**src/rtl/measurement_stream_deframer_pkg.sv**
```systemverilog
// Shared constants, state encoding and padding math for the measurement deframer
// and anything that needs to agree with its byte layout.
package measurement_stream_deframer_pkg;

  localparam logic [7:0] START_DECODING_MSG      = 8'h01;
  localparam logic [7:0] MEASUREMENT_DATA_HEADER = 8'h02;

  typedef enum logic [1:0] {
    ST_IDLE,
    ST_WAIT_HDR,
    ST_LOAD,
    ST_HOLD
  } state_e;

  // Each round is padded up to a whole number of bytes on the wire.
  function automatic int bytes_per_round(input int pu_per_round);
    return (pu_per_round + 7) >> 3;
  endfunction

  function automatic int aligned_pu_per_round(input int pu_per_round);
    return bytes_per_round(pu_per_round) * 8;
  endfunction

endpackage

```
**src/rtl/measurement_unpad.sv**
```systemverilog
// Strips the per-round byte padding from an assembled volume and flags any
// padding bit that arrived set.
module measurement_unpad
  import measurement_stream_deframer_pkg::*;
#(
  parameter int PU_PER_ROUND = 42,
  parameter int ROUNDS       = 7
) (
  input  logic [aligned_pu_per_round(PU_PER_ROUND)*ROUNDS-1:0] padded_i,
  output logic [PU_PER_ROUND*ROUNDS-1:0]                       unpadded_o,
  output logic                                                 padding_nonzero_o
);

  localparam int ALIGNED = aligned_pu_per_round(PU_PER_ROUND);
  localparam int PAD_W   = ALIGNED - PU_PER_ROUND;

  logic [ROUNDS-1:0] pad_bits;

  for (genvar r = 0; r < ROUNDS; r++) begin : g_round
    assign unpadded_o[r*PU_PER_ROUND +: PU_PER_ROUND] = padded_i[r*ALIGNED +: PU_PER_ROUND];
    if (PAD_W > 0) begin : g_pad
      assign pad_bits[r] = |padded_i[r*ALIGNED+PU_PER_ROUND +: PAD_W];
    end else begin : g_no_pad
      assign pad_bits[r] = 1'b0;
    end
  end

  assign padding_nonzero_o = |pad_bits;

endmodule

```
**src/rtl/measurement_stream_deframer.sv**
```systemverilog
// Receive-side deframer: collects one padded syndrome volume from the host byte
// stream, unpads it and presents it to the decoder over valid/ready.
module measurement_stream_deframer
  import measurement_stream_deframer_pkg::*;
#(
  parameter int GRID_WIDTH_X = 7,
  parameter int GRID_WIDTH_Z = 6,
  parameter int GRID_WIDTH_U = 7
) (
  input  logic                                          clk,
  input  logic                                          reset,
  input  logic [7:0]                                    input_data,
  input  logic                                          input_valid,
  output logic                                          input_ready,
  output logic [GRID_WIDTH_X*GRID_WIDTH_Z*GRID_WIDTH_U-1:0] measurements,
  output logic                                          measurements_valid,
  input  logic                                          measurements_ready,
  output logic                                          decoding_active,
  output logic                                          frame_error
);

  localparam int PU_PER_ROUND    = GRID_WIDTH_X * GRID_WIDTH_Z;
  localparam int BYTES_PER_ROUND = bytes_per_round(PU_PER_ROUND);
  localparam int TOTAL_BYTES     = BYTES_PER_ROUND * GRID_WIDTH_U;
  localparam int BUF_W           = TOTAL_BYTES * 8;
  localparam int MEAS_W          = PU_PER_ROUND * GRID_WIDTH_U;
  localparam int CNT_W           = $clog2(TOTAL_BYTES + 1);

  state_e             state_q;
  logic [CNT_W-1:0]   cnt_q;
  logic [BUF_W-1:0]   buf_q, buf_d;
  logic [MEAS_W-1:0]  meas_q, unpadded_d;
  logic               in_ready_q, meas_valid_q, active_q, ferr_q;
  logic               pad_nonzero_d;
  logic               accept;

  assign accept = input_valid & in_ready_q;

  // NOTE: every signal assigned in always_comb gets a default first, so no path can infer a latch.
  always_comb begin
    buf_d = buf_q;
    if (accept && state_q == ST_WAIT_HDR && input_data == MEASUREMENT_DATA_HEADER) begin
      buf_d = '0;
    end else if (accept && state_q == ST_LOAD) begin
      for (int n = 0; n < TOTAL_BYTES; n++) begin
        if (cnt_q == CNT_W'(n)) buf_d[n*8 +: 8] = input_data;
      end
    end
  end

  // Unpadding looks at the next buffer so the padding check sees the final byte on HOLD entry.
  measurement_unpad #(
    .PU_PER_ROUND(PU_PER_ROUND),
    .ROUNDS      (GRID_WIDTH_U)
  ) u_unpad (
    .padded_i         (buf_d),
    .unpadded_o       (unpadded_d),
    .padding_nonzero_o(pad_nonzero_d)
  );

  // NOTE: sequential state uses non-blocking assignments so every register samples pre-edge values.
  always_ff @(posedge clk) begin
    if (!reset) begin
      state_q      <= ST_IDLE;
      cnt_q        <= '0;
      // NOTE: the volume buffer is reset because measurements must read zero out of reset.
      buf_q        <= '0;
      meas_q       <= '0;
      in_ready_q   <= 1'b0;
      meas_valid_q <= 1'b0;
      active_q     <= 1'b0;
      ferr_q       <= 1'b0;
    end else begin
      buf_q  <= buf_d;
      meas_q <= unpadded_d;
      ferr_q <= 1'b0;
      unique case (state_q)
        ST_IDLE: begin
          in_ready_q <= 1'b1;
          if (accept) begin
            if (input_data == START_DECODING_MSG) begin
              state_q  <= ST_WAIT_HDR;
              active_q <= 1'b1;
            end else begin
              ferr_q <= 1'b1;
            end
          end
        end
        ST_WAIT_HDR: begin
          in_ready_q <= 1'b1;
          if (accept) begin
            if (input_data == MEASUREMENT_DATA_HEADER) begin
              state_q <= ST_LOAD;
              cnt_q   <= '0;
            end else if (input_data != START_DECODING_MSG) begin
              ferr_q <= 1'b1;
            end
          end
        end
        ST_LOAD: begin
          if (accept) begin
            cnt_q <= cnt_q + 1'b1;
            if (cnt_q == CNT_W'(TOTAL_BYTES - 1)) begin
              state_q      <= ST_HOLD;
              in_ready_q   <= 1'b0;
              meas_valid_q <= 1'b1;
              ferr_q       <= pad_nonzero_d;
            end
          end
        end
        ST_HOLD: begin
          if (meas_valid_q && measurements_ready) begin
            state_q      <= ST_WAIT_HDR;
            meas_valid_q <= 1'b0;
            in_ready_q   <= 1'b1;
          end
        end
        default: state_q <= ST_IDLE;
      endcase
    end
  end

  assign input_ready        = in_ready_q;
  assign measurements       = meas_q;
  assign measurements_valid = meas_valid_q;
  assign decoding_active    = active_q;
  assign frame_error        = ferr_q;

endmodule
```
**config.mk**
```make
export PLATFORM = sky130hd
export DESIGN_NAME = measurement_stream_deframer
export DESIGN_NICKNAME = d
export VERILOG_FILES = /design/src/rtl/measurement_stream_deframer_pkg.sv /design/src/rtl/measurement_unpad.sv /design/src/rtl/measurement_stream_deframer.sv
export SDC_FILE = /design/constraint.sdc
export NUM_CORES = 1
export LEC_CHECK = 0
export ABC_AREA = 1
export CAP_MARGIN = 20
export CORE_MARGIN = 1
export CORE_UTILIZATION = 52
export DETAILED_ROUTE_END_ITERATION = 6
export GPL_ROUTABILITY_DRIVEN = 0
export PLACE_DENSITY = 0.89
export RECOVER_POWER = 100
export REMOVE_ABC_BUFFERS = 1
export SYNTH_ARGS = -nofsm -noshare
export SYNTH_HDL_FRONTEND = slang
export SYNTH_SLANG_ARGS = --single-unit
```
**constraint.sdc**
```tcl
create_clock -name clk -period 2.12 [get_ports clk]
set_clock_uncertainty 0.05 [all_clocks]
set_input_delay 0.318 -clock clk [delete_from_list [all_inputs] [get_ports clk]]
set_output_delay 0.318 -clock clk [all_outputs]
set_load 0.02 [all_outputs]
```
==> summary.md <==
| Metric | Value |
|---|---|
| Cell Chain, Critical Path | inv_2, ha_4, inv_1, nor2_4, nand3_4, bufbuf_16, nand3_1, nand2_1, nor2_1, nand2_1, nor2_1, nand3_1, nand2_1, a21oi_1 |
| Sequential power share | around half |
| CP most frequent cell | nand2_1 |
| Slew margin rel. | 52.05% |
| Min Tclk post-route | approximately 2200 ps |
| Clk_lat worst skew | between 500 and 600 ps |
| First-pass GRT wire length | 68.61 mm |
| Hpwl dp | 29.23 mm |
| Max frequency | around 460 MHz |
| Overflow after GRT | 0 |
| Hold depth | 5 |
| DR vias/cell | between 5 and 6 |
| CP Capture Type | flip-flop |
| Async SR Flop Fraction | 0% |
| Fillers | about 2,300 |
| Cell family with the largest share of critical-path delay | simple AND/OR/NAND/NOR gates |
| Wirelength per Cell | 17.32 µm |
| H-tree level count | 2 |
| Final hold violation count | 0 |
| Largest net degree at the start of global routing | 51 |
| Core area | just under 30,000 µm² |
| Syn_area_per_cell | 7.568 µm² |
| Fin crit share | 102.2% |
| Layout cells sized above 1 | approximately 13% |
| Final instance area | 19,020 µm² |
| Most used DFF post-synth | dfxtp_1 |
| CP max FO | 22 |
| Initial core utilization | between 50% and 60% |
| Clock transition at path regs | roughly 60 ps |
| Clock network power share | between 40 and 50% |
| Die area | around 31,000 µm² |
| Die Wd | 176.4 µm |
| Nets | 2,199 |
| Final WS setup | -46.15 ps |
| Count leader, synth | nand2_1 |
| Number of synthesized flops with an enable pin | 0 |
| Max Cap Viol | 0 |
| Row Count | 63 |
| Cts hold-fix bufs | 0 |
| Ports | 310 |
| TritonCTS clock tree | yes |
| Synth area leader | dfxtp_1 |
| Layout area overhead | 20.33% |
| Vias in the first global route | 13,025 |
| Setup Total Neg Slack | -46.15 ps |
| Top cell type's share of synthesized area | 44.06% |
| Critical hold path startpoint | input_data[1] |
| Synth Warn # | 0 |
| Switch Pwr | ~0.0032 W |
| Internal power | roughly 0.010 W |
| Maximum VDD drop | about 660 µV |
| Synth area leaders | dfxtp_1 (44%), nand2_1 (16%), buf_4 (14%), a21oi_1 (9.6%), nand3_1 (2.8%) |
| Non-filler cells in the finished layout | about 2,600 |
| RSZ-0062 raised after global routing | yes |
| Root Driver | clkbuf_16 |
| Slowest stage cell, crit path | dfxtp_2 |
| Die Ht | between 150 and 200 µm |
| GRT Total Usage | ~28% |
| CTS Buf Count | 38 |
| Final setup viols | 1 |
| Outcome | complete, but fails checks |
| Post-synthesis sequential area ratio | about 44% |
| Total Routed Length | ~45 mm |
| Count of pins over their slew limit | 0 |
| Power Dens Cells | between 700 and 800 nW/µm² |
| Placed cell area | around 18,000 µm² |
| Leakage power | between 7 and 8 nW |
| Initial antenna violation count | 1 |
| Sinks on Clock Net | about 350 |
| Buffers & Inverters on Critical Path | 3 |
| RR Endpoint | frame_error |
| Count of different cell masters after synthesis | 30 |
| Mapped Cells | between 2,000 and 2,500 |
| Hold EP | decoding_active |
| Register bit count reported by yosys | between 300 and 400 |
| CTS max path bufs | 3 |
| CP required | between 2000 and 2500 ps |
| DRC errors left | 0 |
| Worst-case reg-to-reg path depth | 14 |
| Via count | roughly 14,000 |
| Failing checks | negative setup slack |
| Switching Share | a little under a quarter |
| Port bufs | roughly 310 |
| Dpl cells | 2,514 |
| Startpoint types | flip-flop |
| Critical path class | reg2reg |
| Post-synth top cells | nand2_1 (679), dfxtp_1 (348), a21oi_1 (302) |
| Antenna viol nets, final | 0 |
| Worst R2R Start | state_q[1] |
| Synthesized cell area | 15,810 µm² |
| Iter 0 DRT Violations | about 1,100 |
| Worst R2R Setup Slack | -50 ps |
| First-pass iteration count of the detailed router | 6 |
| Largest stage delay, worst path | 350 ps |
| Power after layout | between 0.01 and 0.015 W |
| Arrival time of the worst setup path | 2520 ps |
| Type of the most critical hold path | in2reg |
| Worst Max-Slew Pin Slew | approximately 720 ps |
| Logic gate share of total power | about 6.2% |
-- sequential cells by signal (all words and copies together), names as in the netlist --
register and flops:
frame_error 1, cnt_q 6, buf_q 336, input_ready 1
state_q 2, decoding_active 1, measurements_valid 1
-- cell type report --
class	instances	area, µm²	share of cell area, %
repair buffers	420	4094	21.52
inverters	131	509.2	2.677
flip-flops and latches	348	6972	36.65
well taps	390	488.0	2.565
clock inverters	8	78.83	0.4143
diodes	1	2.502	0.01315
clock buffers	52	1055	5.544
multi-input cells	1239	5826	30.62
-- power by group through the flow --
stage          Sequential (W)  Clock (W)  Combinational [W]
2_1_floorplan         0.00676          0           0.000342
3_3_place_gp          0.00674          0           0.000736
3_5_place_dp          0.00675          0           0.000757
4_1_cts               0.00661    0.00626           0.000787
5_1_grt               0.00662    0.00654           0.000905
6_report              0.00662    0.00619           0.000853
-- tightest hold or removal path, delay by kind of cell --
| family | cells | cell delay [ps] |
|---|---|---|
| buffers and inverters | 1 | 120 |
| AO/OA/AOI/OAI | 1 | 60 |
| AND/OR/NAND/NOR | 3 | 260 |
-- stage by stage --
stage,hold slack (ps),util (%),setup WS [ps]
2_1_floorplan,403.7,-,-1994
3_3_place_gp,395.5,59.15,-194.0
5_1_grt,294.6,63.85,-177.7
6_report,268.3,63.85,-46.15
3_5_place_dp,402.8,59.15,-245.9
4_1_cts,253.6,63.32,3.002
-- routing by layer --
metal  GRT usage (%)  routed length [µm]  vias to the layer above
li1                -                   -                     6445
met1           33.63               17350                     6353
met2           47.64               21670                      752
met3           5.276                4004                      153
met4           11.85                1818                        0
met5               0                   0                        -
-- cells by family after synthesis --
group / after synthesis / share of synthesized area, %
AO/OA/AOI/OAI: 314 / 9.987
adder cells (fa/ha/maj): 9 / 0.7123
buffers and inverters: 506 / 20.09
flip-flops: 348 / 44.06
AND/OR/NAND/NOR: 912 / 25.14
-- worst max path at each step --
stage	startpoint	to	slack, ps	cells past startpoint
after floorplan	state_q[1]	buf_q[0]	-1990	7
after global placement	input_valid	frame_error	-190	12
after detailed placement	input_valid	frame_error	-250	13
after CTS	state_q[0]	frame_error	3	13
after global routing	state_q[1]	frame_error	-180	14
final	state_q[1]	frame_error	-50	14
-- cell usage in the layout, fill, tap and decap left out, types with 2 or more instances in the layout --
cell,n
nor2_2,16
buf_2,8
clkbuf_1,10
inv_4,5
nor4_1,2
o21ai_0,7
buf_6,2
ha_1,7
clkbuf_16,39
clkdlybuf4s50_1,301
dfxtp_1,346
nor3_1,4
nand2_2,8
buf_4,93
ha_4,2
inv_1,95
nor2_1,75
a21oi_1,302
nor2_4,22
nor2_8,12
nand3_1,81
clkbuf_8,3
nand3_4,2
inv_6,2
o21ai_1,2
nand3_2,7
nand2_1,678
buf_12,14
nand2_4,5
a211oi_1,2
clkinv_2,8
inv_2,27
-- what timing repair did --
action	in CTS	in global routing
buffers inserted	4	5
pin swaps	5	12
endpoints found under the hold margin	0	0
endpoints found under the setup margin	120	258
resized for setup	9	28
cloned	4	1
No activity file was read; power rests on OpenSTA's default activity.
